## src/rtl/word_lane_serdes.sv

```systemverilog
// word_lane_serdes
//   Bidirectional word <-> lane converter. In P2S mode a LANES*LANE_W word
//   is accepted on the p-side handshake and streamed out one lane per
//   s-side transfer. In S2P mode lanes are collected from the s-side and the
//   assembled word is presented on the p-side until taken.
//
// Ports
//   clk, rst      : clock, asynchronous active-low reset
//   mode          : 0 = P2S, 1 = S2P (sampled only while idle)
//   abort         : synchronous flush back to idle
//   pvalid_i/pready_o/pdata_i          : P2S word input
//   svalid_o/sready_i/sdata_o/slast_o  : P2S lane output
//   svalid_i/sready_o/sdata_i          : S2P lane input
//   pvalid_o/pready_i/pdata_o          : S2P word output
//   busy_o        : high whenever not idle
module word_lane_serdes #(
  parameter int LANE_W    = 8,
  parameter int LANES     = 4,
  parameter int MSB_FIRST = 1
) (
  input  logic                      clk,
  input  logic                      rst,
  input  logic                      mode,
  input  logic                      abort,
  input  logic                      pvalid_i,
  output logic                      pready_o,
  input  logic [LANE_W*LANES-1:0]   pdata_i,
  output logic                      svalid_o,
  input  logic                      sready_i,
  output logic [LANE_W-1:0]         sdata_o,
  output logic                      slast_o,
  input  logic                      svalid_i,
  output logic                      sready_o,
  input  logic [LANE_W-1:0]         sdata_i,
  output logic                      pvalid_o,
  input  logic                      pready_i,
  output logic [LANE_W*LANES-1:0]   pdata_o,
  output logic                      busy_o
);

  localparam int WORD_W = LANE_W * LANES;
  localparam int CNT_W  = $clog2(LANES);
  localparam logic [CNT_W-1:0] LAST_CNT = CNT_W'(LANES - 1);

  typedef enum logic [1:0] {IDLE, P2S_SHIFT, S2P_COLLECT, S2P_HOLD} state_t;

  state_t              state_reg, state_next;
  logic [CNT_W-1:0]    cnt_reg, cnt_next;
  logic [WORD_W-1:0]   shift_reg;   // word being serialised
  logic [WORD_W-1:0]   word_reg;    // word being collected
  logic [WORD_W-1:0]   word_next;
  logic [WORD_W-1:0]   pdata_reg;   // last completed S2P word
  logic                load;        // capture pdata_i into shift_reg
  logic                lane_wr;     // write sdata_i into lane cnt
  logic                capture;     // final lane accepted: publish word
  logic [LANE_W-1:0]   shift_lane [LANES];

  // Lane k sits at the top of the word when MSB_FIRST, at the bottom
  // otherwise. The same mapping serves both directions.
  for (genvar gi = 0; gi < LANES; gi++) begin : g_lane
    localparam int POS = (MSB_FIRST != 0) ? (LANES - 1 - gi) : gi;
    assign shift_lane[gi] = shift_reg[POS*LANE_W +: LANE_W];
    assign word_next[POS*LANE_W +: LANE_W] =
      (lane_wr && (cnt_reg == CNT_W'(gi))) ? sdata_i : word_reg[POS*LANE_W +: LANE_W];
  end

  always_ff @(posedge clk or negedge rst) begin
    if (!rst) begin
      state_reg <= IDLE;
      cnt_reg   <= '0;
      shift_reg <= '0;
      word_reg  <= '0;
      pdata_reg <= '0;
    end else begin
      state_reg <= state_next;
      cnt_reg   <= cnt_next;
      word_reg  <= word_next;
      if (load)    shift_reg <= pdata_i;
      if (capture) pdata_reg <= word_next;
    end
  end

  always_comb begin
    state_next = state_reg;
    cnt_next   = cnt_reg;
    load       = 1'b0;
    lane_wr    = 1'b0;
    capture    = 1'b0;
    pready_o   = 1'b0;
    svalid_o   = 1'b0;
    slast_o    = 1'b0;
    sready_o   = 1'b0;
    pvalid_o   = 1'b0;
    busy_o     = (state_reg != IDLE);

    unique case (state_reg)
      IDLE: begin
        if (!mode) begin
          pready_o = 1'b1;
          if (pvalid_i) begin
            load       = 1'b1;
            cnt_next   = '0;
            state_next = P2S_SHIFT;
          end
        end else begin
          cnt_next   = '0;
          state_next = S2P_COLLECT;
        end
      end
      P2S_SHIFT: begin
        svalid_o = 1'b1;
        slast_o  = (cnt_reg == LAST_CNT);
        // Final lane leaving this cycle frees the shift register, so a new
        // word can be taken on the same edge with no bubble.
        pready_o = (cnt_reg == LAST_CNT) && sready_i;
        if (sready_i) begin
          if (cnt_reg == LAST_CNT) begin
            cnt_next = '0;
            if (pvalid_i) load = 1'b1;
            else          state_next = IDLE;
          end else begin
            cnt_next = cnt_reg + CNT_W'(1);
          end
        end
      end
      S2P_COLLECT: begin
        sready_o = 1'b1;
        if (svalid_i) begin
          lane_wr = 1'b1;
          if (cnt_reg == LAST_CNT) begin
            capture    = 1'b1;
            cnt_next   = '0;
            state_next = S2P_HOLD;
          end else begin
            cnt_next = cnt_reg + CNT_W'(1);
          end
        end
      end
      S2P_HOLD: begin
        pvalid_o = 1'b1;
        if (pready_i) state_next = IDLE;
      end
      default: state_next = IDLE;
    endcase

    // Abort wins over any handshake; readies drop so no transfer is implied.
    if (abort) begin
      state_next = IDLE;
      cnt_next   = '0;
      load       = 1'b0;
      lane_wr    = 1'b0;
      capture    = 1'b0;
      pready_o   = 1'b0;
      sready_o   = 1'b0;
    end
  end

  assign sdata_o = (state_reg == P2S_SHIFT) ? shift_lane[cnt_reg] : '0;
  assign pdata_o = pdata_reg;

endmodule

```

## config.mk

```make
export PLATFORM = sky130hd
export DESIGN_NAME = word_lane_serdes
export DESIGN_NICKNAME = d
export VERILOG_FILES = /design/src/rtl/word_lane_serdes.sv
export SDC_FILE = /design/constraint.sdc
export NUM_CORES = 1
export LEC_CHECK = 0
export ABC_AREA = 1
export CAP_MARGIN = 25
export CORE_MARGIN = 3
export CORE_UTILIZATION = 45
export CTS_BUF_LIST = sky130_fd_sc_hd__clkbuf_8
export DETAILED_ROUTE_END_ITERATION = 16
export PLACE_DENSITY_LB_ADDON = 0.3
export SLEW_MARGIN = 0
export SYNTH_ARGS = -nofsm -noshare
export SYNTH_HDL_FRONTEND = slang
export SYNTH_SLANG_ARGS = --single-unit
```

## constraint.sdc

```tcl
create_clock -name clk -period 3.5 [get_ports clk]
set_clock_uncertainty 0.15 [all_clocks]
set_input_delay 0.35 -clock clk [delete_from_list [all_inputs] [get_ports clk]]
set_output_delay 0.35 -clock clk [all_outputs]
set_load 0.02 [all_outputs]
```

== Word level (Yosys, flattened, before mapping) ==
Index checks and enable logic that the tools add are counted.

* Add/subtract/negate cells: 1
* Order comparisons: 1
* Equality and inequality tests: 13
* Multiplexer cells: 46
* Bitwise operators: 1
* Reduce and logical (&&, ||, !) cells: 11

{| class="wikitable"
|+ Operator list
! operator !! number
|-
| 2-to-1 mux 8 bit || 7
|-
| 2-to-1 mux 2 bit || 15
|-
| 2-to-1 mux 1 bit || 19
|-
| != test 3 bit (second input constant) || 6
|-
| binary-select mux 8 bit (select 2 bit) || 1
|-
| == test 2 bit (second input constant) || 4
|-
| one-hot mux 2 bit (4 select lines) || 1
|-
| AND reduction 7 bit || 1
|-
| one-hot mux 2 bit (3 select lines) || 1
|-
| logical AND 1 bit || 5
|-
| == test 2 x 1 -> 1 bit (second input constant) || 2
|-
| logical NOT 2 bit || 2
|-
| != test 4 bit (second input constant) || 1
|-
| one-hot mux 1 bit (2 select lines) || 2
|-
| AND reduction 4 bit || 1
|-
| nonzero test 4 bit || 1
|-
| >= comparator 3 bit (second input constant) || 1
|-
| NOT 2 -> 3 bit || 1
|-
| adder 2 x 1 -> 2 bit (second input constant) || 1
|-
| nonzero test 2 bit || 1
|}

* Register bits: 100
* Input port bits: 48
* Output and inout bits: 46
* Word-level logic and storage cells: 78

== Longest topological paths before layout ==
Gate-level depths: netlist (run 1).

* Word-level depth: 5
* Depth in mapped cells: 10
* Gate-level depth less buffers: 10

== Worst setup path after synthesis (run 1) ==
No wires, ideal clock.

* Kind: reg2out
* Start: register state_reg[1]
* End: output port pready_o
* Data arrival time: 1514 ps
* Data required time: 3000 ps
* Path slack: 1486 ps
* Cell stages (with the launch flop): 7
* Path buffers: 0
* Path through: dfrtp_1 inv_1 ha_1 nand2_1 inv_1 nand2_1 a21oi_1

* Longest elaborated chain between the ends: 3
* Elaborated cells between the ends (all ways): 4
* Classes of those cells: eq/ne (1); mux (2); reduce/logical (1)

{| class="wikitable"
|+ Ends and longest elaborated chain
! item !! line !! text
|-
| start, declared || 47 || <nowiki>state_t state_reg, state_next;</nowiki>
|-
| start signal, assigned || 75 || <nowiki>state_reg <= state_next;</nowiki>
|-
| == test 2 x 1 -> 1 bit or logical NOT 2 bit (tied branches) || 96 || <nowiki>unique case (state_reg)</nowiki>
|-
| one-hot mux 1 bit (2 select lines) * || 96 ||
|-
| 2-to-1 mux 1 bit * || 147 || <nowiki>if (abort) begin</nowiki>
|-
| end, declared || 26 || <nowiki>output logic pready_o,</nowiki>
|}

Every way passes the cells marked *; elsewhere a longest branch is shown, timed or not.

== Worst setup path in the final report (run 1) ==
* Start: register state_reg[1]
* End: output port sdata_o[2]

* Longest elaborated chain between the ends: 2

{| class="wikitable"
|+ Ends and longest elaborated chain
! item !! line !! text
|-
| == test 2 x 1 -> 1 bit || 158 || <nowiki>assign sdata_o = (state_reg == P2S_SHIFT) ? shift_lane[cnt_reg] : '0;</nowiki>
|-
| 2-to-1 mux 8 bit || 158 ||
|-
| end, declared || 30 || <nowiki>output logic [LANE_W-1:0] sdata_o,</nowiki>
|}

No other way between the ends.

==> impl_metrics.xml, run 1 <==
<?xml version="1.0" encoding="UTF-8"?>
<metrics>
  <group name="die">
    <metric name="initial_utilization" unit="">0.472</metric>
    <metric name="die_height" unit="microns">105</metric>
    <metric name="io-pin-count" unit="">94</metric>
    <metric name="floorplan.die_area" unit="sq um">11100</metric>
    <metric name="fp-row-count" unit="">35</metric>
    <metric name="core" unit="sq um">9420</metric>
    <metric name="width_of_the_die" unit="microns">105</metric>
  </group>
  <group name="clocking">
    <metric name="tritoncts" unit="">done</metric>
    <metric name="clk_root_buffer_cell" unit="">sky130_fd_sc_hd__clkbuf_8</metric>
    <metric name="clk-insertion-delay-late" unit="ns">0.35</metric>
    <metric name="cts-root-to-sink-buffers" unit="">2</metric>
    <metric name="path_clk_slew" unit="ns">0.08</metric>
    <metric name="htree_num_levels" unit="">3</metric>
    <metric name="cts_made_buffers" unit="">9</metric>
    <metric name="cts.sinks" unit="">92</metric>
    <metric name="postCtsSetupRepairBufs" unit="">0</metric>
  </group>
  <group name="sta">
    <metric name="totalNegativeSetupSlack" unit="ns">0</metric>
    <metric name="finalHoldViolations" unit="">0</metric>
    <metric name="setup_viol" unit="">0</metric>
    <metric name="finalCriticalPeriod" unit="ns">2.91</metric>
    <metric name="min_period_over_period" unit="">0.831</metric>
    <metric name="rsz0062_at_grt" unit="">false</metric>
    <metric name="drv_slew" unit="">0</metric>
    <metric name="achievable-frequency" unit="GHz">0.344</metric>
    <metric name="max_slew_margin" unit="">0.574</metric>
    <metric name="worst-slew-pin-transition" unit="ns">0.639</metric>
  </group>
  <group name="global_routing">
    <metric name="pin_count_of_the_biggest_net_entering_global_routing" unit="">65</metric>
    <metric name="antenna_violations_before_repair" unit="">0</metric>
    <metric name="grt.total_usage" unit="">0.191</metric>
    <metric name="grt_first_pass_wirelength" unit="mm">17.4</metric>
    <metric name="first_global_vias" unit="">3615</metric>
    <metric name="globalRouteOverflowTotal" unit="">0</metric>
  </group>
  <group name="finish">
    <metric name="fillCellCount" unit="">835</metric>
    <metric name="finalCoreUtilization" unit="">0.597</metric>
    <metric name="register_area" unit="sq um">2300</metric>
    <metric name="layout.cells.non_filler" unit="">781</metric>
    <metric name="multi_input_comb_area" unit="sq um">1670</metric>
    <metric name="areaGrowthSynthToFinish" unit="%">26.4</metric>
    <metric name="post_route_cells_drive_above_1_share" unit="">0.0399</metric>
    <metric name="num-nets-final" unit="">704</metric>
    <metric name="n_antenna_cell" unit="">0</metric>
  </group>
  <group name="place">
    <metric name="placement.io_buffers" unit="">93</metric>
    <metric name="hpwl" unit="mm">7.24</metric>
    <metric name="placed_cells" unit="">764</metric>
    <metric name="gp_congestion" unit="">0.874</metric>
  </group>
  <group name="critical_path">
    <metric name="worstSetupStartpointType" unit="">register</metric>
    <metric name="worstSetupPathType" unit="">reg2out</metric>
    <metric name="largest_stage_delay_worst_path" unit="ns">0.65</metric>
    <metric name="data_arrival_time_of_the_critical_path" unit="ns">2.41</metric>
    <metric name="critical_path_peak_fanout" unit="">9</metric>
    <metric name="timing.critical_path.to_type" unit="">output port</metric>
    <metric name="worst_ep_required_time" unit="ns">3.00</metric>
    <metric name="worst-r2r-cell-count" unit="">7</metric>
    <metric name="cp_cell_sequence" unit="">inv_1 &gt; ha_1 &gt; clkinv_1 &gt; a21oi_1 &gt; clkdlybuf4s50_1</metric>
    <metric name="slowest_stage" unit="">sky130_fd_sc_hd__clkdlybuf4s50_1</metric>
  </group>
  <group name="synth">
    <metric name="ys_warn_count" unit="">0</metric>
    <metric name="avgSynthCellArea" unit="sq um">7.98</metric>
    <metric name="yosys_register_bits" unit="">92</metric>
    <metric name="synthesis.nets" unit="">614</metric>
    <metric name="netlist_instances" unit="">557</metric>
    <metric name="syn-cell-area" unit="sq um">4440</metric>
    <metric name="synth-seq-area-share" unit="">0.518</metric>
    <metric name="synth_cell_types" unit="">20</metric>
  </group>
  <group name="hold_path">
    <metric name="worstHoldPathCells" unit="">2</metric>
    <metric name="worst_hold_path_type" unit="">reg2reg</metric>
  </group>
  <group name="power">
    <metric name="max-vdd-ir-drop" unit="mV">0.346</metric>
    <metric name="design_power_total" unit="W">0.00343</metric>
    <metric name="power.leakage" unit="nW">2.92</metric>
    <metric name="power_per_cell_area" unit="nW/um^2">610</metric>
  </group>
  <group name="drt">
    <metric name="vias_per_cell" unit="">4.77</metric>
    <metric name="routed_wirelength" unit="mm">10.1</metric>
    <metric name="drc" unit="">0</metric>
    <metric name="post_drt_wl_per_cell" unit="microns">13.0</metric>
    <metric name="vias" unit="">3727</metric>
    <metric name="dr.first_iter.drc_count" unit="">121</metric>
    <metric name="ant_nets" unit="">0</metric>
    <metric name="dr.pass1.iters" unit="">4</metric>
  </group>
  <group name="flow_run">
    <metric name="max-cap-violations" unit="">0</metric>
  </group>
  <group name="status">
    <metric name="run_status" unit="">complete, no violations</metric>
  </group>
</metrics>
==> worst max-delay path, delay by kind of cell, from the launching register on <==
| family | cells | cell delay [ns] |
|---|---|---|
| compound gates | 1 | 0.24 |
| fa+ha+maj | 1 | 0.33 |
| buf+inv | 3 | 1.06 |
| flops | 1 | 0.42 |
==> cells in the final DEF, fill, tap and decap left out <==
cell type,Yosys,layout
sky130_fd_sc_hd__dlygate4sd3_1,0,1
sky130_fd_sc_hd__inv_4,2,2
sky130_fd_sc_hd__bufinv_16,0,1
sky130_fd_sc_hd__and3_1,1,1
sky130_fd_sc_hd__inv_1,79,82
sky130_fd_sc_hd__clkinv_4,1,2
sky130_fd_sc_hd__ha_1,9,9
sky130_fd_sc_hd__nand3_4,2,2
sky130_fd_sc_hd__o21ai_1,32,32
sky130_fd_sc_hd__nand3_1,28,28
sky130_fd_sc_hd__clkbuf_8,0,10
sky130_fd_sc_hd__clkdlybuf4s50_1,0,92
sky130_fd_sc_hd__dfrtp_1,92,92
sky130_fd_sc_hd__nand2_1,186,186
sky130_fd_sc_hd__clkinv_1,3,3
sky130_fd_sc_hd__a21oi_1,9,9
sky130_fd_sc_hd__nor2_4,3,3
sky130_fd_sc_hd__nor2_1,48,48
sky130_fd_sc_hd__o21ai_0,19,19
sky130_fd_sc_hd__and2_1,24,24
sky130_fd_sc_hd__buf_4,2,4
sky130_fd_sc_hd__clkinvlp_4,0,1
sky130_fd_sc_hd__nand2_4,1,1
==> routing by layer <==
metal,share of wire,track usage
met5,0,0
met4,0.016,0.0590
met3,0.048,0.0288
met2,0.50,0.323
met1,0.44,0.255
==> synth_stat cells (all sizes together) <==
cell / number / area [sq um]
buf: 18 / 145
nand3: 30 / 175
dfrtp: 92 / 2300
and2: 24 / 150
nor2: 51 / 214
o21ai: 51 / 255
and3: 1 / 6.26
nand2: 187 / 709
inv: 81 / 309
ha: 9 / 113
a21oi: 9 / 45.0
clkinv: 4 / 20.0
==> cells by family after synthesis <==
family,share of synthesized area
buffers and inverters,0.107
and+or+nand+nor,0.282
adders and majority gates,0.0253
DFF,0.518
AOI/OAI and AO/OA,0.0676
==> final timing paths <==
check	start	endpoint	slack (ns)
worst min register to register	pdata_o[4]	pdata_o[4]	0.33
worst max-delay path	state_reg[1]	sdata_o[2]	0.59
max in group asynchronous	rst	pdata_o[4]	2.03
min in group asynchronous	rst	pdata_o[9]	0.40
worst max register to register	state_reg[1]	shift_lane[19]	1.30
worst min-delay path	pdata_o[4]	pdata_o[4]	0.33
==> stage by stage <==
stage / instance area [sq um] / setup WS (ns) / hold slack, ns
6_report: 5620 / 0.593 / 0.332
4_1_cts: 5620 / 0.581 / 0.339
3_3_place_gp: 5410 / 1.00 / 0.250
2_1_floorplan: 4440 / 1.49 / -0.0956
3_5_place_dp: 5410 / 0.979 / 0.257
5_1_grt: 5620 / 0.379 / 0.360
==> what timing repair did <==
item | in CTS | in global routing
gates resized for setup | 0 | 0
endpoints found under the setup margin | 0 | 0
hold buffers | 1 | 0
hold endpoints to repair | 45 | 0
==> layout make-up <==
class	count	area share
flip-flops and latches	92	0.410
multi-input cells	362	0.297
repair buffers	97	0.171
inverters	85	0.0586
well taps	129	0.0287
clock buffers	10	0.0245
clock inverters	6	0.0102
==> power by group <==
part	leakage [nW]	switching [W]	internal, W	total, W
clock network	0.106	0.000366	0.000344	0.000710
logic	1.69	0.000676	0.000491	0.00117
registers	1.13	0.000173	0.00138	0.00155
total	2.92	0.00121	0.00221	0.00343
(Power assumes the default switching activity.)
==> run 2: changes to the inputs <==
==> constraint.sdc (replaced) <==
create_clock -name clk -period 2.4 [get_ports clk]
set_clock_uncertainty 0.15 [all_clocks]
set_input_delay 0.24 -clock clk [delete_from_list [all_inputs] [get_ports clk]]
set_output_delay 0.24 -clock clk [all_outputs]
set_load 0.02 [all_outputs]
==> run 2 against run 1 <==
Compared with the run above: sequential power grew 46%; setup slack lost 0.48 ns; total power grew 46%; first-iteration DRC count shrank 26%; via count shrank 0.38%; largest cell class unchanged.
==> impl_metrics.xml, run 2 (synthesized netlist as in run 1, its figures left out) <==
<?xml version="1.0" encoding="UTF-8"?>
<metrics>
  <group name="finish">
    <metric name="post_route_cells_drive_above_1_share" unit="">0.0561</metric>
    <metric name="num-nets-final" unit="">712</metric>
    <metric name="layout_commonest_cell" unit="">sky130_fd_sc_hd__nand2_1</metric>
    <metric name="mostFrequentLayoutCells" unit="">sky130_fd_sc_hd__nand2_1, sky130_fd_sc_hd__dfrtp_1, sky130_fd_sc_hd__clkdlybuf4s50_1</metric>
    <metric name="layout.cells.non_filler" unit="">788</metric>
    <metric name="fillCellCount" unit="">826</metric>
    <metric name="n_antenna_cell" unit="">0</metric>
    <metric name="finalCoreUtilization" unit="">0.606</metric>
    <metric name="areaGrowthSynthToFinish" unit="%">28.4</metric>
  </group>
  <group name="sta">
    <metric name="worst-slew-pin-transition" unit="ns">0.524</metric>
    <metric name="totalNegativeSetupSlack" unit="ns">0</metric>
    <metric name="max_slew_margin" unit="">0.650</metric>
    <metric name="rsz0062_at_grt" unit="">false</metric>
    <metric name="setup_slack" unit="ns">0.111</metric>
    <metric name="setup_viol" unit="">0</metric>
    <metric name="min_period_over_period" unit="">0.954</metric>
    <metric name="finalHoldViolations" unit="">0</metric>
    <metric name="finalCriticalPeriod" unit="ns">2.29</metric>
    <metric name="drv_slew" unit="">0</metric>
    <metric name="achievable-frequency" unit="GHz">0.437</metric>
  </group>
  <group name="die">
    <metric name="initial_utilization" unit="">0.472</metric>
    <metric name="core" unit="sq um">9420</metric>
    <metric name="width_of_the_die" unit="microns">105</metric>
    <metric name="io-pin-count" unit="">94</metric>
    <metric name="die_height" unit="microns">105</metric>
    <metric name="fp-row-count" unit="">35</metric>
    <metric name="floorplan.die_area" unit="sq um">11100</metric>
  </group>
  <group name="clocking">
    <metric name="path_clk_slew" unit="ns">0.09</metric>
    <metric name="clk_root_buffer_cell" unit="">sky130_fd_sc_hd__clkbuf_8</metric>
    <metric name="tritoncts" unit="">done</metric>
    <metric name="postCtsSetupRepairBufs" unit="">0</metric>
    <metric name="cts_made_buffers" unit="">9</metric>
    <metric name="clk-insertion-delay-late" unit="ns">0.35</metric>
    <metric name="cts.sinks" unit="">92</metric>
    <metric name="htree_num_levels" unit="">3</metric>
    <metric name="cts-root-to-sink-buffers" unit="">2</metric>
  </group>
  <group name="place">
    <metric name="post-place-ws" unit="ns">0.182</metric>
    <metric name="placement.io_buffers" unit="">93</metric>
    <metric name="placed_cells" unit="">772</metric>
    <metric name="hpwl" unit="mm">7.29</metric>
    <metric name="gp_congestion" unit="">0.856</metric>
  </group>
  <group name="drt">
    <metric name="detail_route.wirelength.met1" unit="mm">4.37</metric>
    <metric name="routed-wl-met3" unit="microns">423</metric>
    <metric name="dr.first_iter.drc_count" unit="">89</metric>
    <metric name="vias_per_cell" unit="">4.71</metric>
    <metric name="post_drt_wl_per_cell" unit="microns">12.6</metric>
    <metric name="ant_nets" unit="">0</metric>
    <metric name="vias" unit="">3713</metric>
    <metric name="dr.pass1.iters" unit="">4</metric>
    <metric name="drc" unit="">0</metric>
    <metric name="routed_met2_length" unit="mm">4.98</metric>
    <metric name="routed_wirelength" unit="mm">9.92</metric>
    <metric name="highest_signal_layer" unit="">met4</metric>
  </group>
  <group name="critical_path">
    <metric name="category_of_cells_accounting_for_the_largest_share_of_critical_path_delay" unit="">buffers and inverters</metric>
    <metric name="largest_stage_delay_worst_path" unit="ns">0.63</metric>
    <metric name="timing.critical_path.to_type" unit="">output port</metric>
    <metric name="reg2reg_setup_slack" unit="ns">0.42</metric>
    <metric name="cp.depth" unit="">5</metric>
    <metric name="worstReg2RegEnd" unit="">shift_lane[3]</metric>
    <metric name="worst_ep_required_time" unit="ns">2.01</metric>
    <metric name="slowest_stage" unit="">sky130_fd_sc_hd__clkdlybuf4s50_1</metric>
    <metric name="regToRegStartpoint" unit="">state_reg[1]</metric>
    <metric name="worst-r2r-cell-count" unit="">9</metric>
    <metric name="cp-endpoint" unit="">slast_o</metric>
    <metric name="worstSetupStartpointType" unit="">register</metric>
    <metric name="cp_cell_sequence" unit="">buf_4 &gt; ha_1 &gt; nand2_1 &gt; inv_1 &gt; clkdlybuf4s50_1</metric>
    <metric name="critical_path_peak_fanout" unit="">6</metric>
    <metric name="worstSetupPathType" unit="">reg2out</metric>
    <metric name="data_arrival_time_of_the_critical_path" unit="ns">1.90</metric>
    <metric name="total_buffers_and_inverters_traversed_by_the_critical_path" unit="">3</metric>
    <metric name="worst_setup_path_startpoint" unit="">cnt_reg[0]</metric>
  </group>
  <group name="status">
    <metric name="run_status" unit="">complete, no violations</metric>
  </group>
  <group name="global_routing">
    <metric name="grt.total_usage" unit="">0.187</metric>
    <metric name="pin_count_of_the_biggest_net_entering_global_routing" unit="">53</metric>
    <metric name="first_global_vias" unit="">3611</metric>
    <metric name="antenna_violations_before_repair" unit="">0</metric>
    <metric name="grt_first_pass_wirelength" unit="mm">16.9</metric>
    <metric name="globalRouteOverflowTotal" unit="">0</metric>
  </group>
  <group name="power">
    <metric name="power_per_cell_area" unit="nW/um^2">879</metric>
    <metric name="design_power_total" unit="W">0.00502</metric>
    <metric name="power.leakage" unit="nW">3.01</metric>
    <metric name="max-vdd-ir-drop" unit="mV">0.429</metric>
  </group>
  <group name="flow_run">
    <metric name="max-cap-violations" unit="">0</metric>
  </group>
  <group name="hold_path">
    <metric name="worst_hold_path_type" unit="">in2async</metric>
  </group>
</metrics>
## run 2: worst min path at each step
stage	to	start
after CTS	shift_lane[19]	pdata_i[19]
after global routing	shift_lane[16]	pdata_i[16]
final	pdata_o[9]	rst
after global placement	pdata_o[9]	rst
after floorplan	cnt_reg[0]	rst
after detailed placement	pdata_o[9]	rst
## run 2: layout make-up
cell class / count / area, sq um / area share
Inverter: 85 / 332 / 0.0581
Clock buffer: 10 / 138 / 0.0241
Sequential cell: 92 / 2300 / 0.404
Multi-Input combinational cell: 362 / 1670 / 0.293
Clock inverter: 5 / 53.8 / 0.00943
Timing Repair Buffer: 105 / 1050 / 0.184
Tap cell: 129 / 161 / 0.0283
## run 2: where the power goes
part | leakage, nW | internal, W | switching (W)
combinational | 1.78 | 0.000739 | 0.000987
sequential | 1.13 | 0.00201 | 0.000255
clock | 0.101 | 0.000501 | 0.000524
total | 3.01 | 0.00325 | 0.00177
## run 2: through the flow
stage / hold WS (ns) / instance area, sq um
finish: 0.254 / 5700
global route: 0.269 / 5700
CTS: 0.255 / 5700
detailed placement: 0.105 / 5510
global placement: 0.105 / 5510
floorplan: -0.206 / 4440
## run 2: repair_timing
item,4_1_cts,5_1_grt
hold buffers,1,0
hold endpoints to repair,40,0
endpoints found under the setup margin,9,1
gates resized for setup,11,1
## run 2: layer usage
| metal | up-vias | GRT usage |
|---|---|---|
| met5 | - | 0 |
| met4 | 0 | 0.0637 |
| met3 | 14 | 0.0282 |
| met2 | 101 | 0.323 |
| met1 | 1714 | 0.239 |
| li1 | 1884 | - |
==> run 3: changes to the inputs <==
--- a/config.mk
+++ b/config.mk
@@ -12,6 +12,7 @@
 export CTS_BUF_LIST = sky130_fd_sc_hd__clkbuf_8
 export DETAILED_ROUTE_END_ITERATION = 16
 export PLACE_DENSITY_LB_ADDON = 0.3
+export SKIP_LAST_GASP = 1
 export SLEW_MARGIN = 0
 export SYNTH_ARGS = -nofsm -noshare
 export SYNTH_HDL_FRONTEND = slang
==> results of run 3 <==
No change in the layout: final DEF, timing and power equal those of run 2.
